File: src/rtl/i2s_adc_receiver.sv
// Stereo I2S ADC front end: drives sclk_out, oversamples bclk/lrclk/dout and presents L/R frames on stb/ack.
// Define I2S_LEFT_JUSTIFIED_EN to receive left-justified data instead of standard I2S.
module i2s_adc_receiver #(
    parameter int DATA_WIDTH = 24,
    parameter int SCLK_DIV   = 12
) (
    input  logic                  clk,
    input  logic                  rst_n,
    input  logic                  bclk_in,
    input  logic                  lrclk_in,
    input  logic                  dout_in,
    output logic                  sclk_out,
    output logic [DATA_WIDTH-1:0] left_out,
    output logic [DATA_WIDTH-1:0] right_out,
    output logic                  sample_stb_out,
    input  logic                  sample_ack_in,
    output logic                  overrun_out
);
    localparam int CW   = $clog2(DATA_WIDTH) + 1;
    localparam int HALF = SCLK_DIV / 2;
    localparam int DIVW = $clog2(HALF + 1);

    typedef enum logic [1:0] {
        WAIT_SYNC = 2'd0,
        LEFT      = 2'd1,
        RIGHT     = 2'd2
    } state_t;

    state_t                  state;
    state_t                  state_next;
    logic [DIVW-1:0]         div_cnt;
    logic [2:0]              bclk_pipe;
    logic [1:0]              lrclk_pipe;
    logic [1:0]              dout_pipe;
    logic                    lr_prev;
    logic                    bclk_rise;
    logic                    lr_fall;
    logic                    lr_rise;
    logic                    dout_bit;
    logic                    start_word;
    logic                    close_left;
    logic                    close_right;
    logic                    capture;
    logic [CW-1:0]           cnt;
    logic [CW-1:0]           cnt_sat;
    logic [CW-1:0]           open_cnt;
    logic [DATA_WIDTH-1:0]   shift_reg;
    logic [DATA_WIDTH-1:0]   word_with_bit;
    logic [DATA_WIDTH-1:0]   closed_word;
    logic [DATA_WIDTH-1:0]   open_word;
    logic [DATA_WIDTH-1:0]   left_hold;
    logic [DATA_WIDTH-1:0]   right_hold;
    logic                    frame_pend;

    // ADC system clock, free-running divider
    always_ff @(posedge clk or negedge rst_n) begin
        if (!rst_n) begin
            div_cnt  <= '0;
            sclk_out <= 1'b0;
        end else if (div_cnt == DIVW'(HALF - 1)) begin
            div_cnt  <= '0;
            sclk_out <= ~sclk_out;
        end else begin
            div_cnt <= div_cnt + 1'b1;
        end
    end

    // dout and lrclk share the bclk synchroniser depth so they line up with bclk_rise
    always_ff @(posedge clk or negedge rst_n) begin
        if (!rst_n) begin
            bclk_pipe  <= '0;
            lrclk_pipe <= '0;
            dout_pipe  <= '0;
            lr_prev    <= 1'b0;
        end else begin
            bclk_pipe  <= {bclk_pipe[1:0], bclk_in};
            lrclk_pipe <= {lrclk_pipe[0], lrclk_in};
            dout_pipe  <= {dout_pipe[0], dout_in};
            if (bclk_rise) begin
                lr_prev <= lrclk_pipe[1];
            end
        end
    end

    assign bclk_rise = bclk_pipe[1] & ~bclk_pipe[2];
    assign dout_bit  = dout_pipe[1];
    assign lr_fall   = bclk_rise & lr_prev & ~lrclk_pipe[1];
    assign lr_rise   = bclk_rise & ~lr_prev & lrclk_pipe[1];

    always_ff @(posedge clk or negedge rst_n) begin
        if (!rst_n) begin
            state <= WAIT_SYNC;
        end else begin
            state <= state_next;
        end
    end

    always_comb begin
        state_next  = state;
        start_word  = 1'b0;
        close_left  = 1'b0;
        close_right = 1'b0;
        capture     = 1'b0;
        case (state)
            WAIT_SYNC: begin
                if (lr_fall) begin
                    state_next = LEFT;
                    start_word = 1'b1;
                end
            end
            LEFT: begin
                if (lr_rise) begin
                    state_next = RIGHT;
                    close_left = 1'b1;
                end else if (bclk_rise) begin
                    capture = 1'b1;
                end
            end
            RIGHT: begin
                if (lr_fall) begin
                    state_next  = LEFT;
                    close_right = 1'b1;
                end else if (bclk_rise) begin
                    capture = 1'b1;
                end
            end
            default: state_next = WAIT_SYNC;
        endcase
    end

    // Bits past DATA_WIDTH fall off; cnt saturates so they never wrap onto the MSBs
    always_comb begin
        word_with_bit = shift_reg;
        for (int i = 0; i < DATA_WIDTH; i++) begin
            if (cnt == CW'(DATA_WIDTH - 1 - i)) begin
                word_with_bit[i] = dout_bit;
            end
        end
    end

    assign cnt_sat = (cnt == CW'(DATA_WIDTH)) ? cnt : cnt + 1'b1;

`ifdef I2S_LEFT_JUSTIFIED_EN
    // The lrclk-edge bit already belongs to the new word: it becomes its MSB
    always_comb begin
        open_word                 = '0;
        open_word[DATA_WIDTH-1]   = dout_bit;
    end
    assign closed_word = shift_reg;
    assign open_cnt    = CW'(1);
`else
    // Standard I2S: the lrclk-edge bit is the LSB of the word being closed
    assign open_word   = '0;
    assign closed_word = word_with_bit;
    assign open_cnt    = '0;
`endif

    always_ff @(posedge clk or negedge rst_n) begin
        if (!rst_n) begin
            shift_reg  <= '0;
            cnt        <= '0;
            left_hold  <= '0;
            right_hold <= '0;
            frame_pend <= 1'b0;
        end else begin
            frame_pend <= close_right;
            if (start_word) begin
                shift_reg <= open_word;
                cnt       <= open_cnt;
            end else if (close_left) begin
                left_hold <= closed_word;
                shift_reg <= open_word;
                cnt       <= open_cnt;
            end else if (close_right) begin
                right_hold <= closed_word;
                shift_reg  <= open_word;
                cnt        <= open_cnt;
            end else if (capture) begin
                shift_reg <= word_with_bit;
                cnt       <= cnt_sat;
            end
        end
    end

    // Handshake: a frame transfers on any clk edge with sample_stb_out & sample_ack_in; while stb is high
    // left_out/right_out do not change. A frame finishing while an unacked one is held is dropped.
    always_ff @(posedge clk or negedge rst_n) begin
        if (!rst_n) begin
            left_out       <= '0;
            right_out      <= '0;
            sample_stb_out <= 1'b0;
            overrun_out    <= 1'b0;
        end else begin
            overrun_out <= 1'b0;
            if (frame_pend) begin
                if (!sample_stb_out || sample_ack_in) begin
                    left_out       <= left_hold;
                    right_out      <= right_hold;
                    sample_stb_out <= 1'b1;
                end else begin
                    overrun_out <= 1'b1;
                end
            end else if (sample_stb_out && sample_ack_in) begin
                sample_stb_out <= 1'b0;
            end
        end
    end

endmodule

File: config.mk
export PLATFORM = sky130hd
export DESIGN_NAME = i2s_adc_receiver
export DESIGN_NICKNAME = d
export VERILOG_FILES = /design/src/rtl/i2s_adc_receiver.sv
export SDC_FILE = /design/constraint.sdc
export NUM_CORES = 1
export LEC_CHECK = 0
export BUFFER_PORTS_ARGS = -buffer_cell sky130_fd_sc_hd__buf_2
export CAP_MARGIN = 15
export CORE_UTILIZATION = 60
export CTS_BUF_LIST = sky130_fd_sc_hd__clkbuf_4
export CTS_CLUSTER_SIZE = 12
export DETAILED_ROUTE_END_ITERATION = 16
export GPL_TIMING_DRIVEN = 0
export PLACE_DENSITY = 0.82
export SYNTH_ARGS = -nofsm -noshare
export SYNTH_HDL_FRONTEND = slang
export SYNTH_SLANG_ARGS = --single-unit
File: constraint.sdc
create_clock -name clk -period 2.2 [get_ports clk]
set_input_delay 0.44 -clock clk [delete_from_list [all_inputs] [get_ports clk]]
set_output_delay 0.44 -clock clk [all_outputs]
set_load 0.05 [all_outputs]
Word-level counts from Yosys, hierarchy flattened
Index checks and enable logic that the tools add are counted.
{"block": "totals", "wordCells": 125, "ff_bits": 143, "inputBits": 6, "out_inout_bits": 51}
{"block": "op_classes", "mux": 51, "add_sub_neg": 2, "n_reduce_logical": 14, "n_eq_ne": 31, "bitwise_logic": 11}
{"cell": "24-bit two-way mux", "count": 4}
{"cell": "6-bit by 5-bit == test with 1-bit output (second input constant)", "count": 9}
{"cell": "6-bit by 4-bit == test with 1-bit output (second input constant)", "count": 8}
{"cell": "1-bit two-way mux", "count": 37}
{"cell": "6-bit two-way mux", "count": 5}
{"cell": "6-bit by 3-bit == test with 1-bit output (second input constant)", "count": 4}
{"cell": "6-bit by 2-bit == test with 1-bit output (second input constant)", "count": 2}
{"cell": "2-bit AND reduction", "count": 5}
{"cell": "6-bit by 1-bit adder with 6-bit output (second input constant)", "count": 1}
{"cell": "6-bit by 1-bit == test with 1-bit output (second input constant)", "count": 1}
{"cell": "6-bit logical NOT", "count": 1}
{"cell": "1-bit NOT", "count": 6}
{"cell": "1-bit bitwise AND", "count": 5}
{"cell": "2-bit two-way mux", "count": 2}
{"cell": "2-bit by 1-bit inequality test with 1-bit output (second input constant)", "count": 2}
{"cell": "4-bit inequality test (second input constant)", "count": 1}
{"cell": "2-bit one-hot mux with 2 select lines", "count": 1}
{"cell": "4-bit nonzero test", "count": 1}
{"cell": "3-bit by 1-bit adder with 3-bit output (second input constant)", "count": 1}
{"cell": "3-bit == test (second input constant)", "count": 1}
{"cell": "3-bit two-way mux", "count": 1}
{"cell": "3-bit AND reduction", "count": 1}
{"cell": "2-bit by 1-bit == test with 1-bit output (second input constant)", "count": 1}
{"cell": "2-bit == test (second input constant)", "count": 1}
{"cell": "other kinds (8)", "count": 8}

Longest topological paths before layout
Gate-level depths: netlist (run 1).
{"block": "depth", "word_depth": 10, "depth_mapped": 7}

Worst setup path before layout (run 1)
OpenSTA, ideal clock, no wires.
{"block": "synth_timing", "path_kind": "flip-flop to flip-flop", "start": "register sample_stb_out", "end": "register left_out[20]", "path_slack_ns": 0.450, "arrival_ns": 1.626, "period_less_slack_ns": 1.750, "stages_incl_launch_ff": 6, "required_time_ns": 2.075, "path_cell_list": "dfrtp_1 > nand2b_1 > nand2_1 > buf_2 > buf_2 > mux2_2"}
{"block": "synth_between", "elab_chain_len": 3}
{"item": "from (decl)", "line_no": "15", "text": "output logic sample_stb_out,"}
{"item": "from (signal assigned)", "line_no": "191", "text": "sample_stb_out <= 1'b0;"}
{"item": "from (signal assigned)", "line_no": "199", "text": "sample_stb_out <= 1'b1;"}
{"item": "from (signal assigned)", "line_no": "204", "text": "sample_stb_out <= 1'b0;"}
{"item": "1-bit logical NOT", "line_no": "196", "text": "if (!sample_stb_out || sample_ack_in) begin"}
{"item": "1-bit logical OR", "line_no": "196"}
{"item": "2-bit AND reduction (no line)"}
{"item": "to (signal assigned)", "line_no": "197", "text": "left_out <= left_hold;"}
{"item": "to (decl)", "line_no": "13", "text": "output logic [DATA_WIDTH-1:0] left_out,"}
Every way passes these cells.
A chain may end at the register's enable or synchronous reset.

Worst setup path in the final report (run 1)
{"block": "layout_timing", "start": "register state[1]", "end": "register shift_reg[11]"}
{"block": "layout_between", "elab_chain_len": 5, "elab_cells_between_ends": 11}
{"item": "from (decl)", "line_no": "29", "text": "state_t state;"}
{"item": "from (signal assigned)", "line_no": "94", "text": "state <= state_next;"}
{"item": "2-bit == test", "line_no": "104", "text": "case (state)"}
{"item": "1-bit two-way mux", "line_no": "104"}
{"item": "24-bit two-way mux", "line_no": "174", "text": "end else if (close_right) begin"}
{"item": "24-bit two-way mux", "line_no": "170", "text": "end else if (close_left) begin"}
{"item": "24-bit two-way mux", "line_no": "167", "text": "if (start_word) begin"}
{"item": "to (signal assigned)", "line_no": "168", "text": "shift_reg <= open_word;"}
{"item": "to (signal assigned)", "line_no": "172", "text": "shift_reg <= open_word;"}
{"item": "to (signal assigned)", "line_no": "176", "text": "shift_reg <= open_word;"}
{"item": "to (decl)", "line_no": "47", "text": "logic [DATA_WIDTH-1:0] shift_reg;"}
Parallel ways exist; a longest one is shown, timed or not.

==> run metrics, run 1 <==
Fillers 724; DP Area 0.00644 mm^2; Reg-to-Reg Start state[1]; Pins Over Slew Limit 0; post-synthesis mux area share 0.146; Layout Nets 600; Synth Area in Simple Gates 0.108; maximum clock path buffer count 2; Core Util, Final 0.698; root buffer cell clkbuf_4; Power Dens Cells 806 mW/mm^2; most frequent cells in the layout dfrtp_1, nand2_1, buf_2; Hold Path Depth 3; vias per cell 5.66; share of layout cells above drive strength 1 0.279; Arr. time, crit path 2.53 ns; post-synthesis adder-cell area fraction 0.0168; Place WS 0.0653 ns; commonest non-fill, non-tap cell in the layout dfrtp_1; P_leak 3.43 nW; hold path endpoint overrun_out; Post-Syn Nets 520; Antenna Violating Nets Remaining 0; core box area 0.00968 mm^2; Detailed Route Iter0 Violations 176; HP Start sample_ack_in; post-route cell area 0.00676 mm^2; Least-Margin Pin Slew 0.699 ns; clock latency on the worst-skew pair 0.55 ns; CTS tree done; via count 4146; Synth Area in Compound Gates 0.0982; Switching Share 0.319; # port buffers 56; Initial Util 0.616; Mapped Area 0.00596 mm^2; VDD IR-drop max 0.000456 V; Seq pwr share 0.552; Core Rows 36; first-pass GRT wire length 20.8 mm; CTS H-tree depth 4; Syn Inst Count 506; Worst setup SP type flip-flop; clock sink count 143; Pint 0.00371 W; global route overflow 0; syn avg cell area 11.8 um^2; clk slew on worst S/H paths 0.12 ns; CP required 2.61 ns; Synth Register Bits 143; min-delay worst type in -> reg; Reg2Reg Setup Slack 0.08 ns; Crit Path Max Fanout 10; Psw 0.00174 W; synth warn 0; Reg-to-Reg End shift_reg[11]; outcome finished, final reports clean; drt wl/cell 17.4 um; die width 102 um; RSZ-0062 raised after global routing false; largest family of logic cells by synthesized area multiplexers; total die area 0.0103 mm^2; clock power share 0.271; TNS Setup 0 ns; xor/xnor share of the synthesized area 0.00147; number of global-route vias before repair 4231; max frequency 472 MHz; Die Y-Extent 102 um; Comb power frac 0.177; maxcap violations 0; relative slew slack 0.534; setup violators final 0; cts bufs inserted 17; Tot Pwr 0.00545 W; Seq/Total Area, Yosys 0.600; drt drc 0; Total Routing Usage GR 0.275; Final GP Congestion 0.875; Tmin final 2.12 ns; antenna cell count 0; Distinct cells, synth 37; initial antenna violation count 0; largest net degree at the start of global routing 80; WL final 12.8 mm; Fin Clk Skew 0.0142 ns; Post-synth EDFFs 0; Primary FF master, synth dfrtp_1; reg2reg path depth 7; Post-synth ARST share 1.00; share of the clock period used by the worst path 0.962; I/O pin cnt 57; First-pass DRT Iterations 7; CP endpoint kind flip-flop; Crit Path Category reg -> reg; DP HPWL 9.08 mm; final setup margin 0.0828 ns; Final Hold Vio Count 0; area delta synth->final 13.3%
## critical path: stages (launching register included)
cell and delay [ns]:
dfrtp_1 0.42, inv_1 0.09, ha_1 0.27, or3b_1 0.44
and3_1 0.24, buf_2 0.20, a21oi_1 0.25, a211oi_2 0.09
## worst max path at each step
stage,depth (start not counted),from,slack (ns),endpoint
after floorplan,5,sample_stb_out,0.45,left_out[20]
after global placement,1,rst_n,-1.16,cnt[5]
after detailed placement,6,cnt[0],0.07,shift_reg[11]
after CTS,6,cnt[0],0.05,right_hold[9]
after global routing,7,state[1],0.02,shift_reg[21]
final,7,state[1],0.08,shift_reg[11]
## what timing repair did
item                       CTS  global route
setup endpoints to repair    2            24
resized for setup            2             3
pin swaps                    0             0
hold endpoints to repair    81             0
buffers inserted             0             0
hold buffers                 4             0
## through the flow
stage / hold slack [ns] / cells
final: 0.189 / 732
after floorplan: 0.144 / 506
after global routing: 0.193 / 732
after global placement: 0.333 / 695
after detailed placement: 0.341 / 696
after CTS: 0.162 / 732
## cell families (layout without fill, tap and decap cells)
logic type | Yosys count | in the layout
xor+xnor | 1 | 1
buf+inv | 37 | 130
flops | 143 | 143
compound gates | 103 | 103
mux | 81 | 81
simple gates | 133 | 133
fa+ha+maj | 8 | 8
## layer usage
metal | global-route usage | up-vias | part of all wire
met1 | 0.345 | 2059 | 0.43
met5 | 0 | - | 0
li1 | - | 1934 | -
met4 | 0.147 | 0 | 0.034
met2 | 0.446 | 119 | 0.50
met3 | 0.0621 | 34 | 0.042
## layout make-up
type | instances | area [um^2] | area share
sequential | 143 | 3580 | 0.529
multi-input combinational | 326 | 2240 | 0.331
timing repair buffer | 61 | 354 | 0.0524
tap | 133 | 166 | 0.0246
buffer | 31 | 151 | 0.0224
clock buffer | 17 | 128 | 0.0189
clock inverter | 15 | 123 | 0.0181
inverter | 6 | 22.5 | 0.00333
## power by group through the flow
stage / logic (W) / registers (W) / clock network [W]
after global placement: 0.000869 / 0.00303 / 0
final: 0.000965 / 0.00301 / 0.00148
after global routing: 0.00105 / 0.00303 / 0.00161
after floorplan: 0.000602 / 0.00301 / 0
after detailed placement: 0.000927 / 0.00305 / 0
after CTS: 0.000941 / 0.00300 / 0.00151
## synth_stat cells, types with 6 or more instances
cell,number,area [um^2]
a211oi_1,18,135
a21oi_1,25,125
buf_2,16,80.1
clkbuf_1,12,45.0
dfrtp_1,143,3580
ha_1,8,100
inv_1,6,22.5
mux2_2,49,552
mux2i_1,32,320
nand2_1,88,330
nor3_1,6,30.0
o21ai_0,52,260
Power figures use the tool's default switching activity.
==> run 2, diff against run 1 <==
- CORE_UTILIZATION: 60 -> 25
- PLACE_DENSITY: 0.82 -> 0.41
==> run 2 against run 1 <==
Global-route usage down 15 points; utilization down 40 points; highest routed layer unchanged; combinational power up 1%; largest cell class unchanged; cell area up 4.2%; largest power group unchanged; sequential cell count unchanged; total power up 3.5%.
==> run metrics, run 2 (same netlist as run 1, synthesis figures left out) <==
maximum clock path buffer count 2 (unchanged); Switching Share 0.320 (+0.00102); commonest non-fill, non-tap cell in the layout dfrtp_1; vias per cell 4.48 (-21%); share of layout cells above drive strength 1 0.282 (+0.00359); Initial Util 0.255 (-0.361); DP Area 0.00668 mm^2 (+3.6%); Detailed Route Iter0 Violations 164 (-6.8%); First-pass DRT Iterations 5 (-2); Pint 0.00383 W (+3.3%); CP endpoint kind flip-flop; # port buffers 56 (unchanged); min-delay worst type in -> reg; CTS H-tree depth 4 (unchanged); Tmin final 2.03 ns (-0.0848 ns); Worst setup SP type flip-flop; core box area 0.0234 mm^2 (+140%); drt drc 0 (unchanged); WL final 14.6 mm (+14%); Power Dens Cells 800 mW/mm^2 (-0.68%); die width 156 um (+54%); P_leak 3.47 nW (+1.2%); Comb power frac 0.173 (-0.004); clock power share 0.294 (+0.023); global route overflow 0 (unchanged); cts bufs inserted 17 (unchanged); area delta synth->final 18.1%; setup violators final 0 (unchanged); Crit Path Max Fanout 10 (unchanged); Final GP Congestion 0.813 (-7.1%); Least-Margin Pin Slew 0.581 ns (-0.118 ns); total die area 0.0245 mm^2 (+140%); root buffer cell clkbuf_4; Antenna Violating Nets Remaining 0 (unchanged); Final Hold Vio Count 0 (unchanged); Core Util, Final 0.301 (-0.397); antenna cell count 0 (unchanged); CTS tree done; Pins Over Slew Limit 0 (unchanged); outcome finished, final reports clean; clock sink count 143 (unchanged); largest net degree at the start of global routing 86 (+7.5%); clock latency on the worst-skew pair 0.56 ns (about the same); relative slew slack 0.613 (+0.0787); Fin Clk Skew 0.0216 ns (+0.00747 ns); maxcap violations 0 (unchanged); I/O pin cnt 57 (unchanged); via count 4130 (-0.39%); most frequent cells in the layout dfrtp_1, nand2_1, buf_2; RSZ-0062 raised after global routing false; Die Y-Extent 156 um (+54%); CP required 2.62 ns (about the same); initial antenna violation count 0 (unchanged); number of global-route vias before repair 4346 (+2.7%); Crit Path Category reg -> reg; Seq pwr share 0.533 (-0.019); clk slew on worst S/H paths 0.14 ns (+0.02 ns); post-route cell area 0.00704 mm^2 (+4.2%); Psw 0.00180 W (+3.8%); VDD IR-drop max 0.000323 V (-29%); Total Routing Usage GR 0.128 (-0.147); share of the clock period used by the worst path 0.924 (-0.0385); max frequency 492 MHz (+4.2%); DP HPWL 10.5 mm (+16%); drt wl/cell 15.8 um (-9.3%); first-pass GRT wire length 23.6 mm (+13%); Layout Nets 603 (+0.50%); Core Rows 56 (+56%); Arr. time, crit path 2.45 ns (-0.08 ns)
==> run 2: worst paths after layout <==
check	cells past startpoint	slack, ns	start	end
max in group asynchronous	3	0.96	rst_n	cnt[1]
min in group asynchronous	2	0.40	rst_n	left_out[17]
hold / removal	3	0.16	sample_ack_in	overrun_out
hold reg to reg	0	0.36	dout_pipe[0]	dout_pipe[1]
setup / recovery	7	0.17	state[1]	shift_reg[20]
setup reg to reg	7	0.17	state[1]	shift_reg[20]
==> run 2: per-stage QoR <==
step           setup TNS [ns]  hold slack, ns  setup slack [ns]  total power [W]  cells
6_report                    0           0.156             0.168          0.00563    921
2_1_floorplan               0           0.144             0.450          0.00361    506
3_3_place_gp          -197.75           0.338             -1.40          0.00398    881
3_5_place_dp           -0.518           0.337           -0.0812          0.00402    882
5_1_grt                     0           0.121            0.0259          0.00600    921
4_1_cts                     0           0.109            0.0342          0.00572    918
==> run 2: area by class of cell <==
type | count | area, um^2
plain buffers | 31 | 153
clock inverters | 15 | 144
clock buffers | 17 | 128
repair buffers | 64 | 377
flip-flops and latches | 143 | 3580
inverters | 6 | 22.5
fillers | 2491 | 16400
multi-input cells | 326 | 2240
well taps | 319 | 399
==> run 2: routing by layer <==
metal	global-route usage	vias up	part of all wire
li1	-	1943	-
met1	0.159	2099	0.46
met2	0.212	73	0.49
met3	0.0341	15	0.034
met4	0.0481	0	0.021
met5	0	-	0
==> run 2: power groups by stage <==
stage	clock network, W	registers, W	logic, W
floorplan	0	0.00301	0.000602
global placement	0	0.00304	0.000938
detailed placement	0	0.00305	0.000970
CTS	0.00173	0.00300	0.000983
global route	0.00185	0.00303	0.00111
finish	0.00165	0.00300	0.000976
==> run 2: critical path, stage by stage (launching register included) <==
cell	delay, ns
dfrtp_1	0.43
inv_1	0.08
ha_1	0.27
or3b_1	0.43
and3_1	0.24
buf_2	0.20
a21oi_1	0.17
a211oi_1	0.07
==> run 2: what timing repair did <==
action                                  CTS  global route
setup buffers                             0             3
endpoints found under the setup margin   26            21
gates resized for setup                   3             4
hold buffers                              4             0
pin swaps                                 0             1
endpoints found under the hold margin    61             0
==> run 3, diff against run 2 <==
- clock period: 2.2 -> 2.3 ns (I/O delays scaled with it)
==> run 3 against run 2 <==
Worst hold slack better by 0.023 ns; critical path depth down 1; combinational power down 6.0%; utilization down 0.14 points; clock power down 4%; clock-buffer cell count unchanged; clock skew up 0.00055 ns; sequential power down 4%; critical endpoint is now shift_reg[0].
==> run metrics, run 3 (same netlist as run 1, synthesis figures left out) <==
Critical Path Stages 6 (-1); share of the clock period used by the worst path 0.929 (+0.00561); WL final 14.6 mm (about the same); min-delay worst type in -> reg; antenna cell count 0 (unchanged); CTS tree done; relative slew slack 0.613 (about the same); drt wl/cell 15.9 um (+0.30%); final setup margin 0.162 ns (-0.00528 ns); P_leak 3.45 nW (-0.50%); Arr. time, crit path 2.60 ns (+0.15 ns); vias per cell 4.48 (-0.16%); Buf/Inv on CP 1 (-1); maximum clock path buffer count 2 (unchanged); largest net degree at the start of global routing 86 (unchanged); share of layout cells above drive strength 1 0.275 (-0.00693); number of global-route vias before repair 4340 (-0.14%); most frequent cells in the layout dfrtp_1, nand2_1, buf_2; critical path capture point shift_reg[0]; commonest non-fill, non-tap cell in the layout dfrtp_1; drt drc 0 (unchanged); Pins Over Slew Limit 0 (unchanged); CP required 2.76 ns (+0.14 ns); Final Hold Vio Count 0 (unchanged); Die Y-Extent 156 um (unchanged); CP max stage delay 0.44 ns (about the same); clock latency on the worst-skew pair 0.55 ns (about the same); Power Dens Cells 767 mW/mm^2 (-4.2%); core box area 0.0234 mm^2 (unchanged); Crit Path Max Fanout 9 (-1); first-pass GRT wire length 23.5 mm (-0.15%); global route overflow 0 (unchanged); First-pass DRT Iterations 4 (-1); initial antenna violation count 0 (unchanged); Reg-to-Reg Start state[0]; via count 4110 (-0.48%); Reg-to-Reg End shift_reg[0]; Largest delay share family, worst path simple AND/OR/NAND/NOR gates; Layout Nets 600 (-0.50%); Worst setup SP type flip-flop; Detailed Route Iter0 Violations 180 (+9.8%); Least-Margin Pin Slew 0.581 ns (+0.0000148 ns); clock sink count 143 (unchanged); Fillers 2490 (-0.040%); Crit Path Category reg -> reg; Total Routing Usage GR 0.128 (-0.000241); Place WS 0.0188 ns (+0.100 ns); Reg2Reg Setup Slack 0.16 ns (about the same); # port buffers 56 (unchanged); root buffer cell clkbuf_4; RSZ-0062 raised after global routing false; DP HPWL 10.5 mm (unchanged); total die area 0.0245 mm^2 (unchanged); Core Util, Final 0.300 (-0.00139); Fin Clk Skew 0.0222 ns (+0.000549 ns); cts bufs inserted 17 (unchanged); CP endpoint kind flip-flop; setup violators final 0 (unchanged); CTS H-tree depth 4 (unchanged); Antenna Violating Nets Remaining 0 (unchanged); Tmin final 2.14 ns (+0.105 ns); reg2reg path depth 6 (-1); die width 156 um (unchanged); crit path max-delay cell type dfrtp_1; VDD IR-drop max 0.000309 V (-4.4%); maxcap violations 0 (unchanged); Final GP Congestion 0.813 (unchanged); I/O pin cnt 57 (unchanged); Critical Path, Cell by Cell inv_1 -> ha_1 -> or2_2 -> a22oi_2 -> nand2_1 -> mux2i_1; max frequency 468 MHz (-4.9%); Core Rows 56 (unchanged); crit path from state[0]; clk slew on worst S/H paths 0.14 ns (about the same); outcome finished, final reports clean; area delta synth->final 17.5%; Initial Util 0.255 (unchanged)
-- run 3: cell type report --
cell class / instances / area (um^2) / share of cell area
Buffer: 31 / 151 / 0.0216
Clock buffer: 17 / 128 / 0.0182
Clock inverter: 15 / 144 / 0.0205
Inverter: 6 / 22.5 / 0.00321
Multi-Input combinational cell: 326 / 2230 / 0.318
Sequential cell: 143 / 3580 / 0.511
Tap cell: 319 / 399 / 0.0569
Timing Repair Buffer: 61 / 354 / 0.0505
-- run 3: worst min-delay path by stage --
stage / from / end / depth (start not counted)
5_1_grt: sample_ack_in / overrun_out / 3
2_1_floorplan: rst_n / bclk_pipe[0] / 0
3_3_place_gp: bclk_pipe[0] / bclk_pipe[1] / 0
4_1_cts: sample_ack_in / overrun_out / 3
3_5_place_dp: lrclk_pipe[0] / lrclk_pipe[1] / 0
6_report: sample_ack_in / overrun_out / 3
-- run 3: repair_timing --
action / CTS / global route
pin swaps: 0 / 0
hold buffers: 4 / 0
endpoints found under the setup margin: 1 / 30
buffers inserted: 0 / 0
cloned: 0 / 0
endpoints found under the hold margin: 61 / 0
resized for setup: 1 / 3
-- run 3: stage by stage --
step / instances / cell area, um^2 / hold WS [ns] / setup TNS [ns] / total power (W)
3_5_place_dp: 882 / 6680 / 0.337 / 0 / 0.00385
3_3_place_gp: 881 / 6640 / 0.338 / -186.16 / 0.00380
6_report: 918 / 7010 / 0.179 / 0 / 0.00537
4_1_cts: 918 / 6990 / 0.129 / 0 / 0.00547
5_1_grt: 918 / 7010 / 0.141 / 0 / 0.00572
2_1_floorplan: 506 / 5960 / 0.164 / 0 / 0.00345
-- run 3: tightest hold or removal path, cell delays in order --
cell and delay (ns):
buf_2 0.07, nand2b_1 0.13, nor2_1 0.05
-- run 3: metal layers --
layer | share of wire | vias up | track usage
li1 | - | 1933 | -
met1 | 0.46 | 2078 | 0.159
met2 | 0.48 | 82 | 0.210
met3 | 0.034 | 17 | 0.0341
met4 | 0.023 | 0 | 0.0500
met5 | 0 | - | 0
-- run 3: power breakdown --
group	leakage [nW]	internal, W	switching [W]
clock network	0.141	0.000636	0.000947
logic	1.34	0.000293	0.000624
registers	1.97	0.00273	0.000145
total	3.45	0.00366	0.00172
